### config.mk
export PLATFORM = sky130hd
export DESIGN_NAME = sound_mixer_pwm
export DESIGN_NICKNAME = d
export VERILOG_FILES = /design/src/rtl/sound_mixer_pwm.sv
export SDC_FILE = /design/constraint.sdc
export NUM_CORES = 1
export LEC_CHECK = 0
export ABC_AREA = 1
export ABC_CLOCK_PERIOD_IN_PS = 7500
export CAP_MARGIN = 40
export CORE_UTILIZATION = 55
export CTS_BUF_LIST = sky130_fd_sc_hd__clkbuf_2
export DETAILED_ROUTE_END_ITERATION = 10
export PLACE_DENSITY = 0.78
export SETUP_SLACK_MARGIN = 0.3
export SYNTH_ARGS = -nofsm -noshare
export SYNTH_HDL_FRONTEND = slang
export SYNTH_SLANG_ARGS = --single-unit
### constraint.sdc
create_clock -name clk24 -period 7.5 [get_ports clk24]
set_input_delay 1.875 -clock clk24 [delete_from_list [all_inputs] [get_ports clk24]]
set_output_delay 1.875 -clock clk24 [all_outputs]
set_load 0.01 [all_outputs]
### src/rtl/sound_mixer_pwm.sv
// Stereo audio back end: timer-pulse moving average, weighted channel mix with
// saturation, 1-bit PWM or sigma-delta DAC per side, hysteretic tape input bit.
module sound_mixer_pwm #(
  parameter int unsigned N_CH        = 7,
  parameter int unsigned N_PULSE     = 4,
  parameter int unsigned MA_LOG2     = 2,
  parameter int unsigned DECIM_LOG2  = 9,
  parameter int unsigned PULSE_SHIFT = 9,
  parameter int unsigned OUT_WIDTH   = 16,
  parameter int unsigned PWM_WIDTH   = 10,
  parameter int unsigned MODE        = 0,
  parameter int unsigned HYST        = 4
) (
  input  logic                   clk24,
  input  logic                   reset,
  input  logic [N_PULSE-1:0]     pulses,
  input  logic [8*N_CH-1:0]      ch_data,
  input  logic [3*N_CH-1:0]      gain_l,
  input  logic [3*N_CH-1:0]      gain_r,
  input  logic                   clip_clr,
  input  logic [7:0]             tape_adc,
  input  logic                   tape_adc_valid,
  output logic [OUT_WIDTH-1:0]   pcm_l,
  output logic [OUT_WIDTH-1:0]   pcm_r,
  output logic                   pcm_strobe,
  output logic                   dac_l,
  output logic                   dac_r,
  output logic                   clip_l,
  output logic                   clip_r,
  output logic                   tapein
);

  localparam int unsigned PC_W     = $clog2(N_PULSE + 1);
  localparam int unsigned MA_DEPTH = 1 << MA_LOG2;
  localparam int unsigned PTR_W    = (MA_LOG2 > 0) ? MA_LOG2 : 1;
  localparam int unsigned SUM_W    = $clog2(N_PULSE * MA_DEPTH + 1);
  localparam int unsigned ACC_W    = OUT_WIDTH + 4;

  localparam logic [7:0] TAPE_HI = 8'(128 + HYST);
  localparam logic [7:0] TAPE_LO = 8'(128 - HYST);

  logic [DECIM_LOG2-1:0] dcnt;
  logic                  ce_c;
  logic                  mix_en;
  logic [PC_W-1:0]       pcount_c;
  logic [PC_W-1:0]       hist [MA_DEPTH];
  logic [PTR_W-1:0]      wptr;
  logic [PC_W-1:0]       oldest_c;
  logic [SUM_W-1:0]      ma_sum;
  logic [ACC_W-1:0]      pulse_term_c;
  logic [ACC_W-1:0]      sum_l_c;
  logic [ACC_W-1:0]      sum_r_c;
  logic                  ovf_l_c;
  logic                  ovf_r_c;
  logic [OUT_WIDTH-1:0]  sat_l_c;
  logic [OUT_WIDTH-1:0]  sat_r_c;

  // Weighted channel contribution: code 0 mutes, otherwise a left shift by code-1.
  function automatic logic [ACC_W-1:0] ch_term(input logic [7:0] ch, input logic [2:0] g);
    logic [ACC_W-1:0] t;
    t = '0;
    if (g != 3'd0) t = ACC_W'(ch) << (g - 3'd1);
    return t;
  endfunction

  // Free-running sample-period counter.
  always_ff @(posedge clk24 or posedge reset) begin
    if (reset) dcnt <= '0;
    else       dcnt <= dcnt + DECIM_LOG2'(1);
  end

  assign ce_c = (dcnt == '0);

  // Number of timer pulses high at this instant.
  always_comb begin
    pcount_c = '0;
    for (int unsigned i = 0; i < N_PULSE; i++) pcount_c = pcount_c + PC_W'(pulses[i]);
  end

  assign oldest_c = hist[wptr];

  // Moving-average history ring and running sum; mix enable trails ce by one cycle.
  always_ff @(posedge clk24 or posedge reset) begin
    if (reset) begin
      for (int unsigned i = 0; i < MA_DEPTH; i++) hist[i] <= '0;
      wptr   <= '0;
      ma_sum <= '0;
      mix_en <= 1'b0;
    end else begin
      mix_en <= ce_c;
      if (ce_c) begin
        hist[wptr] <= pcount_c;
        wptr       <= (wptr == PTR_W'(MA_DEPTH - 1)) ? '0 : wptr + PTR_W'(1);
        ma_sum     <= ma_sum + SUM_W'(pcount_c) - SUM_W'(oldest_c);
      end
    end
  end

  assign pulse_term_c = ACC_W'(ma_sum >> MA_LOG2) << PULSE_SHIFT;

  // Stereo mix sum with wide headroom, then saturation to the PCM width.
  always_comb begin
    sum_l_c = pulse_term_c;
    sum_r_c = pulse_term_c;
    for (int unsigned i = 0; i < N_CH; i++) begin
      sum_l_c = sum_l_c + ch_term(ch_data[8*i +: 8], gain_l[3*i +: 3]);
      sum_r_c = sum_r_c + ch_term(ch_data[8*i +: 8], gain_r[3*i +: 3]);
    end
    ovf_l_c = |sum_l_c[ACC_W-1:OUT_WIDTH];
    ovf_r_c = |sum_r_c[ACC_W-1:OUT_WIDTH];
    sat_l_c = ovf_l_c ? '1 : sum_l_c[OUT_WIDTH-1:0];
    sat_r_c = ovf_r_c ? '1 : sum_r_c[OUT_WIDTH-1:0];
  end

  // PCM output registers and their one-cycle strobe.
  always_ff @(posedge clk24 or posedge reset) begin
    if (reset) begin
      pcm_l      <= '0;
      pcm_r      <= '0;
      pcm_strobe <= 1'b0;
    end else begin
      pcm_strobe <= mix_en;
      if (mix_en) begin
        pcm_l <= sat_l_c;
        pcm_r <= sat_r_c;
      end
    end
  end

  // Sticky clip flags; a new clip outranks a simultaneous clear.
  always_ff @(posedge clk24 or posedge reset) begin
    if (reset) begin
      clip_l <= 1'b0;
      clip_r <= 1'b0;
    end else begin
      if (mix_en && ovf_l_c) clip_l <= 1'b1;
      else if (clip_clr)     clip_l <= 1'b0;
      if (mix_en && ovf_r_c) clip_r <= 1'b1;
      else if (clip_clr)     clip_r <= 1'b0;
    end
  end

  if (MODE == 0) begin : g_pwm
    logic [PWM_WIDTH-1:0] cnt;

    // PWM: free-running ramp compared against the top PCM bits.
    always_ff @(posedge clk24 or posedge reset) begin
      if (reset) begin
        cnt   <= '0;
        dac_l <= 1'b0;
        dac_r <= 1'b0;
      end else begin
        cnt   <= cnt + PWM_WIDTH'(1);
        dac_l <= (cnt < pcm_l[OUT_WIDTH-1 -: PWM_WIDTH]);
        dac_r <= (cnt < pcm_r[OUT_WIDTH-1 -: PWM_WIDTH]);
      end
    end
  end else begin : g_sd
    logic [OUT_WIDTH:0] acc_l;
    logic [OUT_WIDTH:0] acc_r;

    // First-order sigma-delta: the accumulator carry is the bitstream.
    always_ff @(posedge clk24 or posedge reset) begin
      if (reset) begin
        acc_l <= '0;
        acc_r <= '0;
      end else begin
        acc_l <= {1'b0, acc_l[OUT_WIDTH-1:0]} + {1'b0, pcm_l};
        acc_r <= {1'b0, acc_r[OUT_WIDTH-1:0]} + {1'b0, pcm_r};
      end
    end

    assign dac_l = acc_l[OUT_WIDTH];
    assign dac_r = acc_r[OUT_WIDTH];
  end

  // Tape comparator with hysteresis band around the ADC midpoint.
  always_ff @(posedge clk24 or posedge reset) begin
    if (reset) begin
      tapein <= 1'b0;
    end else if (tape_adc_valid) begin
      if (tape_adc > TAPE_HI)      tapein <= 1'b1;
      else if (tape_adc < TAPE_LO) tapein <= 1'b0;
    end
  end

endmodule
==> impl_metrics.tcl, run 1 <==
set metrics [dict create \
    place_congestion 1.063 \
    worstPathArrival_ns 7.29 \
    finalHoldViolCount 0 \
    syn_area_per_cell_um2 6.849 \
    rsz0062_at_grt "false" \
    yosys_warnings 0 \
    drcViolationCount 0 \
    post_cts_buffers 0 \
    drt_iter0_drc 1140 \
    post_drt_via_cell_ratio 5.423 \
    area_growth_pct 17.12 \
    synthAdderAreaFrac_pct 32.12 \
    cp_max_fo 10 \
    power_density_nw_per_um2 465.7 \
    core_um2 25470 \
    cts_root_buffer "clkbuf_2" \
    synthArstFlopShare_pct 100.0 \
    synth_area_leader_cell "fa_1" \
    criticalPathCategory "in2reg" \
    h-tree-depth 3 \
    initial_core_util_pct 56.71 \
    synth_seq_cells 77 \
    ios 152 \
    synth_compound_area_share_pct 13.71 \
    synth_xor_area_share_pct 2.243 \
    max_cap_violations 0 \
    port_buffers 151 \
    die_height_um 164.1 \
    cts_made_buffers 9 \
    synth_top_family_by_area "adder cells" \
    setup_viol 0 \
    post-route-util_pct 66.42 \
    hold_class "reg2reg" \
    antenna_found_initial 1 \
    met3_usage_pct 3.662 \
    fin_tns_setup_ns 0 \
    slew_viol_final 0 \
    synth_cell_types 43 \
    fin_crit_sh_pct 92.00 \
    grt_use_met2_pct 59.40 \
    ant_nets 0 \
    clock-sinks 77 \
    synthMuxAreaShare_pct 0.5544 \
    cp.required_ns 7.89 \
    nFillCells 2303 \
    syn_area_um2 14450 \
    synth-edff-count 0 \
    num_vias 14300 \
    syn-instance-count 2109 \
    wl_um 44220 \
    use_met1_pct 42.12 \
    rows 58 \
    ys.flop_type "dfrtp_1" \
    drive_gt1_share_pct 6.941 \
    grt_max_degree 46 \
    overflow 0 \
    ctsHoldBuffers 0 \
    wl_per_cell_um 16.77 \
    cts_buffer_depth 2 \
    multiInputGateArea_um2 10600 \
    dieArea_um2 26920 \
    drt_first_pass_iters 10 \
    clock_latency_ns 0.55 \
    grt_pass1_wl_um 69140 \
    critical_path.startpoint_type "primary input" \
    fmaxAchievable_mhz 144.9 \
    synth_top_area_share_pct 21.90 \
    synthSimpleGateAreaFrac_pct 24.76 \
    gr-usage-all-layers_pct 33.62 \
    top_usage_layer "met2" \
    leakagePower_nw 8.866 \
    synthTopCellsByArea "fa_1 22%, dfrtp_1 13%, nand2_1 12%, inv_1 11%, ha_1 10%" \
    ir_worst_vdd_mv 0.4548 \
    seq_area_um2 1927 \
    die_x_um 164.1 \
    dpl.hpwl_um 38980 \
    worstMarginPinSlew_ns 0.8019 \
    syn-num-nets 2499 \
    cts_resized 0 \
    grt_pass1_vias 13800 \
    period_minus_slack_ns 6.900 \
    final_net_count 2690 \
    status "complete, no violations" \
    maxSlewHeadroom_pct 46.48 \
    crit_path_end_kind "flip-flop" \
    yosysSeqAreaShare_pct 13.34 \
    path_clk_slew_ns 0.23 \
    skew_ns 0.03367 \
    cts_tree "done" \
]
worst max-delay path: stages:
cell             delay [ns]
clkdlybuf4s50_1        0.47
inv_1                  0.08
ha_1                   0.31
clkinv_1               0.20
o21ai_0                0.38
o22ai_1                0.22
fa_1                   0.54
fa_1                   0.53
fa_1                   0.55
inv_1                  0.06
fa_1                   0.54
inv_1                  0.04
ha_1                   0.36
nand2_1                0.13
inv_2                  0.05
a21oi_2                0.15
nand2_1                0.12
a21oi_2                0.19
nand3_4                0.14
buf_12                 0.16
nor2_1                 0.11
a21oi_1                0.06
per-layer routing:
| layer | vias up | share of wire [%] | wire length (µm) |
|---|---|---|---|
| li1 | 6966 | - | - |
| met1 | 6668 | 41 | 18140 |
| met2 | 568 | 48 | 21260 |
| met3 | 93 | 7.1 | 3130 |
| met4 | 0 | 3.8 | 1683 |
| met5 | - | 0 | 0 |
cells by family after synthesis:
family / count (synthesis)
simple gates: 854
buf+inv: 497
compound gates: 360
fa+ha+maj: 276
flops: 77
xor+xnor: 37
mux: 8
final cells by class:
class	instances	share of cell area, %
clock inverters	7	0.5843
inverters	444	9.851
multi-input cells	1535	62.66
flip-flops and latches	77	11.39
clock buffers	9	0.2663
well taps	330	2.441
diodes	1	0.01479
repair buffers	233	12.79
cell usage in the layout (no fill, tap or decap), types with 20 or more instances in the layout:
cell type,n
nand2_1,468
inv_1,431
o21ai_0,208
nor2_1,201
fa_1,158
clkdlybuf4s50_1,151
ha_1,118
buf_4,79
nand3_1,78
dfrtp_1,77
a21oi_1,55
o22ai_1,48
nor3_1,41
xnor2_1,20
or2_2,20
where the power goes:
part	switching, mW	leakage (nW)	total, mW	internal (mW)
Sequential	0.0665	0.898	0.579	0.513
Clock	0.154	0.0878	0.266	0.113
Combinational	4.36	7.88	7.03	2.67
Total	4.58	8.87	7.88	3.30
through the flow:
| step | area, µm² | cells | hold slack [ns] | total power, mW | worst slack, ns |
|---|---|---|---|---|---|
| after floorplan | 14450 | 2109 | 0.4078 | 5.535 | 0.4448 |
| after global placement | 16710 | 2614 | 0.4558 | 7.278 | 0.1140 |
| after detailed placement | 16730 | 2615 | 0.4761 | 7.454 | 0.008321 |
| after CTS | 16870 | 2631 | 0.5150 | 7.751 | 0.6216 |
| after global routing | 16920 | 2636 | 0.5274 | 8.892 | 0.2902 |
| final | 16920 | 2636 | 0.5130 | 7.878 | 0.5996 |
worst paths after layout:
path / startpoint / to / slack, ns / cells after the start
max in group asynchronous: reset / hist[6] / 5.20 / 4
worst min-delay path: ma_sum[4] / ma_sum[4] / 0.51 / 1
worst max register to register: ma_sum[3] / pcm_r[8] / 2.82 / 20
min in group asynchronous: reset / g_pwm.cnt[9] / 1.68 / 3
worst max-delay path: gain_r[3] / pcm_r[8] / 0.60 / 22
worst min register to register: ma_sum[4] / ma_sum[4] / 0.51 / 1
cell usage after synthesis (3+ instances only):
cell      instances
and2_1            3
nor2_2           14
o21ai_1          11
nand4_1          10
nor2_4            5
clkinv_1          6
a21oi_2           6
a22oi_1           4
a21oi_1          55
nand2_1         468
a31oi_1           7
dfrtp_1          77
nor2_1          201
inv_2             6
ha_1            118
inv_1           432
o21ai_0         208
fa_1            158
mux2i_1           8
clkbuf_1         30
nor4_1            3
nand3_1          78
o21bai_1          6
nand2_2           5
or2_2            20
xnor2_1          20
nor3_1           41
xor2_1           17
o22ai_1          48
buf_2            20
o32a_1            8
flip-flops by register name, summed over array words and instances, names as in the netlist, 2 cells and up:
register and cells:
dcnt 9, hist 12, ma_sum 5, g_pwm.cnt 10, wptr 2, pcm_l 16
pcm_r 16
Note: power is estimated with default switching activity, not from simulation.
==> run 2: changes to the inputs <==
Settings changed: REMOVE_ABC_BUFFERS set to 1.
==> run 2 against run 1 <==
Net effect:
- sequential power increased by 1%
- wire length increased by 0.56%
- utilization decreased by 0.84 points
- worst setup slack got worse by 0.0093 ns
- combinational power decreased by 4.7%
- clock skew increased by 0.018 ns
- count of clock-buffer cells in the layout unchanged
- register-to-register slack improved by 0.06 ns
- critical path type unchanged
- critical endpoint is now pcm_r[6]
==> impl_metrics.tcl, run 2 (synthesis gave the netlist of run 1 again) <==
set metrics [dict create \
    hold_end "dcnt[0]" \
    status "complete, no violations" \
    maxSlewHeadroom_pct 46.88 \
    cp.required_ns 7.96 \
    slew_viol_final 0 \
    fin_tns_setup_ns 0 \
    hold_start "dcnt[0]" \
    path_clk_slew_ns 0.28 \
    port_buffers 151 \
    rows 58 \
    hold_class "reg2reg" \
    dpl.hpwl_um 39050 \
    cts_made_buffers 9 \
    dp_cells 2593 \
    finalHoldViolCount 0 \
    setup_viol 0 \
    area_growth_pct 15.63 \
    cts_root_buffer "clkbuf_2" \
    ir_worst_vdd_mv 0.8483 \
    core_um2 25470 \
    initial_core_util_pct 56.71 \
    place_ws_ns 0.03026 \
    clock_latency_ns 0.57 \
    layout_setup_ws_ns 0.5904 \
    cts_buffer_depth 2 \
    worstPathArrival_ns 7.37 \
    layout_common_cells "468 x nand2_1, 431 x inv_1, 207 x o21ai_0" \
    antenna_cells 0 \
    gr-usage-all-layers_pct 33.90 \
    clock-sinks 77 \
    grt_max_degree 60 \
    overflow 0 \
    wl_per_cell_um 17.04 \
    crit_path_end_kind "flip-flop" \
    post-route-util_pct 65.58 \
    post_drt_via_cell_ratio 5.427 \
    ctsHoldBuffers 0 \
    die_x_um 164.1 \
    worstMarginPinSlew_ns 0.7959 \
    die_height_um 164.1 \
    drt_first_pass_iters 6 \
    cp_max_fo 17 \
    drcViolationCount 0 \
    wl_um 44470 \
    antenna_found_initial 0 \
    final_net_count 2664 \
    place_congestion 1.015 \
    max_cap_violations 0 \
    dpl_cell_area_um2 16560 \
    power_density_nw_per_um2 451.1 \
    p_total_mw 7.535 \
    period_minus_slack_ns 6.910 \
    rsz0062_at_grt "false" \
    fmaxAchievable_mhz 144.7 \
    critical_path.startpoint_type "primary input" \
    skew_ns 0.05205 \
    grt_pass1_wl_um 69340 \
    drive_gt1_share_pct 6.099 \
    top_regs "pcm_l (16), pcm_r (16), hist (12)" \
    post-route-cell-area_um2 16700 \
    hold_path_depth 1 \
    drt_iter0_drc 1440 \
    fin_cells 2609 \
    num_vias 14160 \
    dieArea_um2 26920 \
    r2r_start "ma_sum[4]" \
    r2r_end "pcm_l[4]" \
    ff2ff_path_depth 18 \
    grt_pass1_vias 13440 \
    final_common_cell "nand2_1" \
    leakagePower_nw 8.729 \
    ant_nets 0 \
    fin_crit_sh_pct 92.13 \
    hold_ws_ns 0.5049 \
    ios 152 \
    ff2ff_setup_slack_ns 2.88 \
    criticalPathCategory "in2reg" \
    h-tree-depth 3 \
    cts_tree "done" \
]
run 2: cell count changes in the layout (fill, tap and decap cells not counted), sizes merged:
cell / previous run / this run
buf: 82 / 56
inv: 439 / 441
bufinv: 2 / 1
clkinv: 10 / 9
diode: 1 / 0
run 2: metal layers:
metal  vias to the layer above  global-route usage [%]  routed length, µm
met5                         -                       0                  0
li1                       6917                       -                  -
met2                       603                   58.00              20820
met3                        65                   2.980               3267
met4                         0                   9.217               1249
met1                      6575                   45.81              19130
run 2: layout make-up:
class / instances / area (µm²)
inverter: 444 / 1667
clock inverter: 7 / 81.33
timing repair buffer: 207 / 1952
fill: 2290 / 8768
multi-input combinational: 1535 / 10620
clock buffer: 9 / 45.04
sequential: 77 / 1927
tap: 330 / 412.9
run 2: worst max-delay path, stage by stage:
cell and delay (ns):
clkdlybuf4s50_1 0.48, inv_1 0.09, ha_1 0.32, clkinv_1 0.22
o21ai_0 0.37, nor2_1 0.07, a21oi_1 0.19, fa_1 0.42
inv_1 0.08, fa_1 0.44, fa_1 0.57, inv_1 0.06
fa_1 0.54, inv_1 0.04, ha_1 0.35, nand2_1 0.14
inv_1 0.05, nand2_1 0.07, nand2_1 0.07, a21oi_1 0.22
nand2_1 0.08, nand2_1 0.11, nand3_4 0.19, nor2_1 0.26
nor2_1 0.06
run 2: repair_timing:
item,in CTS,in global routing
resized for setup,0,6
setup buffers,0,0
setup endpoints to repair,0,9
run 2: worst max path at each step:
| stage | from | end | slack, ns | cells after the start |
|---|---|---|---|---|
| 2_1_floorplan | gain_l[3] | pcm_l[13] | 0.86 | 22 |
| 3_3_place_gp | gain_r[9] | pcm_r[6] | 0.07 | 25 |
| 3_5_place_dp | gain_r[9] | pcm_r[6] | 0.03 | 25 |
| 4_1_cts | gain_r[9] | pcm_r[6] | 0.62 | 25 |
| 5_1_grt | gain_l[3] | pcm_l[13] | 0.30 | 23 |
| 6_report | gain_r[6] | pcm_r[6] | 0.59 | 25 |
run 2: where the power goes:
part	internal (mW)	total, mW	switching, mW
Sequential	0.513	0.586	0.0729
Clock	0.0827	0.252	0.169
Combinational	2.48	6.70	4.21
